==> config.mk <==
export PLATFORM = sky130hd
export DESIGN_NAME = auth_cam_ttl
export DESIGN_NICKNAME = d
export VERILOG_FILES = /design/src/rtl/hdu_pkg.sv /design/src/rtl/auth_prio_enc.sv /design/src/rtl/auth_cam_ttl.sv
export SDC_FILE = /design/constraint.sdc
export NUM_CORES = 2
export LEC_CHECK = 0
export CORE_MARGIN = 1.5
export CORE_UTILIZATION = 50
export CTS_CLUSTER_DIAMETER = 60
export DETAILED_ROUTE_END_ITERATION = 16
export PLACE_DENSITY = 0.66
export REMOVE_ABC_BUFFERS = 1
export SYNTH_ARGS = -nofsm -noshare
export SYNTH_HDL_FRONTEND = slang
export SYNTH_SLANG_ARGS = --single-unit
==> constraint.sdc <==
create_clock -name clk -period 6.6 [get_ports clk]
set_clock_uncertainty 0.15 [all_clocks]
set_input_delay 1.32 -clock clk [delete_from_list [all_inputs] [get_ports clk]]
set_output_delay 1.32 -clock clk [all_outputs]
set_load 0.01 [all_outputs]
==> src/rtl/hdu_pkg.sv <==
// Shared types and constants for the HDU authorisation path.
// Credential field widths are fixed here; table and tag widths are module parameters.
package hdu_pkg;

   localparam int FUNC_ID_WIDTH = 8;
   localparam int TOKEN_WIDTH   = 16;

   typedef enum logic [1:0] {
      CFG_WRITE      = 2'd0,
      CFG_INVALIDATE = 2'd1,
      CFG_FLUSH      = 2'd2,
      CFG_NOP        = 2'd3
   } cfg_op_e;

endpackage

==> src/rtl/auth_prio_enc.sv <==
// Lowest-index priority encoder with a multiple-hit flag.
// Purely combinational so it can be shared with other arbitration logic.
module auth_prio_enc #(
   parameter  int N  = 16,
   localparam int IW = (N > 1) ? $clog2(N) : 1
) (
   input  logic [N-1:0]  match_vec,
   output logic          hit,
   output logic [IW-1:0] index,
   output logic          multi
);

   always_comb begin
      hit   = 1'b0;
      index = '0;
      multi = 1'b0;
      for (int i = 0; i < N; i++) begin
         if (match_vec[i]) begin
            if (hit) begin
               multi = 1'b1;
            end else begin
               hit   = 1'b1;
               index = IW'(i);
            end
         end
      end
   end

endmodule

==> src/rtl/auth_cam_ttl.sv <==
// Credential CAM with per-entry lifetime and a two-stage lookup pipeline.
// Handshakes: a transfer happens on a clock edge where valid and ready are both high.
module auth_cam_ttl
   import hdu_pkg::*;
#(
   parameter  int TABLE_SIZE = 16,
   parameter  int TTL_WIDTH  = 16,
   parameter  int TAG_WIDTH  = 4,
   localparam int IDX_W      = $clog2(TABLE_SIZE)
) (
   input  logic                     clk,
   input  logic                     rst,
   input  logic                     cfg_valid,
   output logic                     cfg_ready,
   input  logic [1:0]               cfg_op,
   input  logic [IDX_W-1:0]         cfg_addr,
   input  logic [FUNC_ID_WIDTH-1:0] cfg_func_id,
   input  logic [TOKEN_WIDTH-1:0]   cfg_token,
   input  logic [TTL_WIDTH-1:0]     cfg_ttl,
   input  logic                     tick,
   input  logic                     lookup_valid,
   output logic                     lookup_ready,
   input  logic [FUNC_ID_WIDTH-1:0] lookup_func_id,
   input  logic [TOKEN_WIDTH-1:0]   lookup_token,
   input  logic [TAG_WIDTH-1:0]     lookup_tag,
   output logic                     rsp_valid,
   input  logic                     rsp_ready,
   output logic                     rsp_pass,
   output logic [IDX_W-1:0]         rsp_index,
   output logic                     rsp_multi,
   output logic [TAG_WIDTH-1:0]     rsp_tag,
   output logic [IDX_W:0]           valid_count
);

   typedef struct packed {
      logic                 pass;
      logic                 multi;
      logic [IDX_W-1:0]     index;
      logic [TAG_WIDTH-1:0] tag;
   } auth_rsp_t;

   logic [TABLE_SIZE-1:0]    valid_q, valid_d;
   logic [FUNC_ID_WIDTH-1:0] func_q  [TABLE_SIZE];
   logic [FUNC_ID_WIDTH-1:0] func_d  [TABLE_SIZE];
   logic [TOKEN_WIDTH-1:0]   token_q [TABLE_SIZE];
   logic [TOKEN_WIDTH-1:0]   token_d [TABLE_SIZE];
   logic [TTL_WIDTH-1:0]     ttl_q   [TABLE_SIZE];
   logic [TTL_WIDTH-1:0]     ttl_d   [TABLE_SIZE];
   logic [IDX_W:0]           count_q, count_d;

   logic                     s1_valid_q, s1_valid_d;
   logic [FUNC_ID_WIDTH-1:0] s1_func_q, s1_func_d;
   logic [TOKEN_WIDTH-1:0]   s1_token_q, s1_token_d;
   logic [TAG_WIDTH-1:0]     s1_tag_q, s1_tag_d;
   logic                     s2_valid_q, s2_valid_d;
   auth_rsp_t                s2_rsp_q, s2_rsp_d;

   logic                     cfg_fire;
   cfg_op_e                  op;
   logic [TABLE_SIZE-1:0]    match_vec;
   logic                     m_hit, m_multi;
   logic [IDX_W-1:0]         m_index;
   logic                     s1_adv, lookup_fire;

   assign cfg_ready   = !rst;
   assign cfg_fire    = cfg_valid && cfg_ready;
   assign op          = cfg_op_e'(cfg_op);
   assign s1_adv      = s1_valid_q && (!s2_valid_q || rsp_ready);
   assign lookup_ready = !s1_valid_q || s1_adv;
   assign lookup_fire = lookup_valid && lookup_ready;

   // Table update: tick ageing first, then any config command overrides it.
   always_comb begin
      valid_d = valid_q;
      func_d  = func_q;
      token_d = token_q;
      ttl_d   = ttl_q;
      for (int i = 0; i < TABLE_SIZE; i++) begin
         if (tick && valid_q[i] && (ttl_q[i] != '0)) begin
            if (ttl_q[i] == TTL_WIDTH'(1)) begin
               valid_d[i] = 1'b0;
               ttl_d[i]   = '0;
            end else begin
               ttl_d[i] = ttl_q[i] - TTL_WIDTH'(1);
            end
         end
         if (cfg_fire) begin
            case (op)
               CFG_WRITE: begin
                  if (cfg_addr == IDX_W'(i)) begin
                     valid_d[i] = 1'b1;
                     func_d[i]  = cfg_func_id;
                     token_d[i] = cfg_token;
                     ttl_d[i]   = cfg_ttl;
                  end
               end
               CFG_INVALIDATE: begin
                  if (cfg_addr == IDX_W'(i)) begin
                     valid_d[i] = 1'b0;
                     ttl_d[i]   = '0;
                  end
               end
               CFG_FLUSH: begin
                  valid_d[i] = 1'b0;
                  ttl_d[i]   = '0;
               end
               default: ;
            endcase
         end
      end
   end

   always_comb begin
      count_d = '0;
      for (int i = 0; i < TABLE_SIZE; i++) begin
         count_d = count_d + (IDX_W + 1)'(valid_q[i]);
      end
   end

   always_comb begin
      match_vec = '0;
      for (int i = 0; i < TABLE_SIZE; i++) begin
         match_vec[i] = valid_q[i] && (func_q[i] == s1_func_q) && (token_q[i] == s1_token_q);
      end
   end

   auth_prio_enc #(.N(TABLE_SIZE)) u_prio (
      .match_vec (match_vec),
      .hit       (m_hit),
      .index     (m_index),
      .multi     (m_multi)
   );

   // S1 holds while S2 is stalled; S2 is loaded only on the transfer edge.
   always_comb begin
      s1_valid_d = s1_valid_q;
      s1_func_d  = s1_func_q;
      s1_token_d = s1_token_q;
      s1_tag_d   = s1_tag_q;
      s2_valid_d = s2_valid_q;
      s2_rsp_d   = s2_rsp_q;
      if (s1_adv) begin
         s1_valid_d = 1'b0;
      end
      if (lookup_fire) begin
         s1_valid_d = 1'b1;
         s1_func_d  = lookup_func_id;
         s1_token_d = lookup_token;
         s1_tag_d   = lookup_tag;
      end
      if (s1_adv) begin
         s2_valid_d     = 1'b1;
         s2_rsp_d.pass  = m_hit;
         s2_rsp_d.multi = m_multi;
         s2_rsp_d.index = m_index;
         s2_rsp_d.tag   = s1_tag_q;
      end else if (rsp_ready) begin
         s2_valid_d = 1'b0;
      end
   end

   always_ff @(posedge clk) begin
      if (rst) begin
         valid_q    <= '0;
         count_q    <= '0;
         s1_valid_q <= 1'b0;
         s1_func_q  <= '0;
         s1_token_q <= '0;
         s1_tag_q   <= '0;
         s2_valid_q <= 1'b0;
         s2_rsp_q   <= '0;
         for (int i = 0; i < TABLE_SIZE; i++) begin
            func_q[i]  <= '0;
            token_q[i] <= '0;
            ttl_q[i]   <= '0;
         end
      end else begin
         valid_q    <= valid_d;
         count_q    <= count_d;
         s1_valid_q <= s1_valid_d;
         s1_func_q  <= s1_func_d;
         s1_token_q <= s1_token_d;
         s1_tag_q   <= s1_tag_d;
         s2_valid_q <= s2_valid_d;
         s2_rsp_q   <= s2_rsp_d;
         func_q     <= func_d;
         token_q    <= token_d;
         ttl_q      <= ttl_d;
      end
   end

   assign rsp_valid   = s2_valid_q;
   assign rsp_pass    = s2_rsp_q.pass;
   assign rsp_multi   = s2_rsp_q.multi;
   assign rsp_index   = s2_rsp_q.index;
   assign rsp_tag     = s2_rsp_q.tag;
   assign valid_count = count_q;

endmodule

==> flow_summary.yaml <==
run_status:
  outcome: "complete, no violations"
logic_synthesis:
  avgSynthCellArea_um2: 7.73
  syn_inst: 4615
  ys_top_cells_by_count: "nand2_1 (1,095), dfxtp_1 (701), a21oi_1 (530)"
  synth_area_mm2: 0.0357
  synth-compound-area-share_pct: 13.4
  synth.top_cell.area_share_pct: 39.3
  synth_edf_count: 0
  synthMostInstantiatedCell: "nand2_1"
  synth_seq_cells: 701
  synth_cell_types: 73
  synth_top_family_by_area: "simple AND/OR/NAND/NOR gates"
  synth_adder_area_share_pct: 1.86
  yosys.area_share.simple_pct: 26.1
  synthArstFlopShare_pct: 0
  synth_ff_type: "dfxtp_1"
  synth-warning-count: 0
  synth.area.top_cells: "dfxtp_1 (39%), nand2_1 (12%), xnor2_1 (9.3%)"
  synthXorXnorAreaFrac_pct: 14.8
  synth_top_area_cell: "dfxtp_1"
  muxShareOfSynthArea_pct: 0.256
  synth_seq_area_share_pct: 39.3
critical_path:
  cp-end-kind: "output pin"
  critPathSlowestCell: "clkdlybuf4s50_1"
  crit_required_ns: 5.13
  crit_type: "input port to output pin"
  path_cells: "buf_8 > inv_2 > buf_4 > clkdlybuf4s50_1"
  crit_fanout: 115
  startpoint_type: "input port"
  worstPathArrival_ns: 3.21
  r2r_slack_ns: 2.00
  slowest_delay_ns: 0.53
global_routing:
  grt_max_degree: 187
  grt_pass1_wl_mm: 185
  overflow: 0
  track_usage_pct: 32.6
  grt_antenna_before_repair: 1
  first_global_vias: 30300
clock_tree:
  clk_pin_slew_ns: 0.06
  cts.sink_count: 701
  cts_tree: "yes"
  cts_inserted_buffers: 77
  cts_setup_buffers: 0
  clkLatencyLatePin_ns: 0.63
  clockBufferDepth: 3
  htree_levels: 3
  cts_root_buf: "clkbuf_16"
  postCtsHoldBufs: 0
  cts_resized: 0
route:
  vias: 33000
  wl_mm: 124
  drt_iter0_drc: 3643
  wl_per_cell_um: 22.2
  drc: 0
  vias_per_cell: 5.94
  drtAntennaViolNets: 0
  firstDrtPassIters: 6
sta:
  setup-tns-final_ns: 0
  slew_violations: 0
  hold_viol_final: 0
  hold_slack_ns: 0.301
  finalSetupViolCount: 0
  relSlewSlack_pct: 11.3
  worstMarginPinSlew_ns: 1.33
  period_minus_slack_ns: 4.68
  clock.fmax_mhz: 214
  rsz0062_at_grt: "no"
  final.period_utilization_pct: 70.9
power:
  ir_drop_v: 0.000197
  powerDensity_mw_per_mm2: 235
  p_leak_nw: 14.2
die:
  die_y_um: 270
  die_w_um: 270
  dieArea_mm2: 0.0729
  rows: 97
  io_pins: 98
  core_region_area_mm2: 0.0703
  start_util_pct: 50.8
layout:
  fillCellCount: 6563
  drive_above_1_share_pct: 5.48
  layout.nets: 4689
  utilization_pct: 56.3
  fin_cells: 5558
  synthToLayoutAreaGrowth_pct: 11.0
place:
  port_buffers: 97
  gp_congestion: 0.935
  place_inst: 5423
  hpwl_mm: 76.5
flow_run:
  cap_violations: 0
min_path:
  min_path_type: "flop to flop"
-- path summary, 6_finish.rpt --
| kind | startpoint | to | cells past startpoint |
|---|---|---|---|
| max | rst | cfg_ready | 4 |
| min | s1_tag_q[0] | rsp_tag[0] | 2 |
| max reg2reg | valid_q[9] | valid_count[4] | 12 |
| min reg2reg | s1_tag_q[0] | rsp_tag[0] | 2 |
-- layer usage --
layer	GRT usage, %	part of all wire [%]	vias to the layer above	wire length (µm)
li1	-	-	15600	-
met1	44.0	42	15600	51400
met2	52.6	45	1544	55700
met3	4.61	8.9	315	11100
met4	12.8	4.4	0	5400
met5	0	0	-	0
-- report_power, final --
group,switching [W],internal [W],leakage [nW]
Clock,0.00180,0.00243,1.19
Combinational,0.000556,0.000250,7.39
Sequential,0.0000362,0.00425,5.65
Total,0.00239,0.00693,14.2
-- critical path: cells and delay by family --
| family | cells | cell delay [ns] |
|---|---|---|
| buffers and inverters | 4 | 1.78 |
-- layout make-up --
cell class                      instances  area [µm²]  share of cell area, %
Multi-Input combinational cell       3545       20200                   50.9
Sequential cell                       701       14000                   35.4
Clock buffer                          115        2240                   5.67
Timing Repair Buffer                  178        1580                   3.98
Tap cell                              940        1180                   2.97
Inverter                               59         221                  0.559
Clock inverter                         19         173                  0.436
Antenna cell                            1        2.50                0.00632
-- layout by cell type (no fill, tap or decap), types with 14 or more instances in the layout --
cell / instances
and3_1: 23
nand2b_1: 24
ha_1: 37
xor2_1: 226
inv_1: 58
nand3_1: 58
o22a_1: 14
a21oi_1: 530
nor3_1: 115
o21ai_0: 51
clkbuf_16: 80
nor4_1: 104
nand4_1: 145
buf_4: 80
a211oi_1: 15
dfxtp_1: 701
nor2_1: 331
nor2_2: 14
a22oi_1: 74
or3_1: 22
o32ai_1: 25
nand2_1: 1095
xnor2_1: 378
clkbuf_1: 24
or4_1: 32
clkdlybuf4s50_1: 92
o22ai_1: 50
-- sequential cells by signal (all words and copies together) (netlist names), 4 cells and up --
| name | count |
|---|---|
| ttl_q | 256 |
| rsp_tag | 4 |
| s1_tag_q | 4 |
| s1_func_q | 8 |
| valid_count | 5 |
| valid_q | 16 |
| func_q | 128 |
| s1_token_q | 16 |
| rsp_index | 4 |
| token_q | 256 |
-- metrics by stage --
stage / area, µm² / total power (W) / setup WS [ns]
CTS: 39600 / 0.00934 / 1.96
global route: 39600 / 0.00957 / 1.88
finish: 39600 / 0.00932 / 1.92
detailed placement: 37200 / 0.00517 / 1.52
floorplan: 34400 / 0.00473 / 2.36
global placement: 37200 / 0.00516 / 1.55
-- cells by family after synthesis --
family,count (synthesis)
multiplexers,9
AND/OR/NAND/NOR,2058
flip-flops,701
adder cells (fa/ha/maj),47
AO/OA/AOI/OAI,827
XOR/XNOR,604
buffers and inverters,369
(Power assumes the default switching activity.)
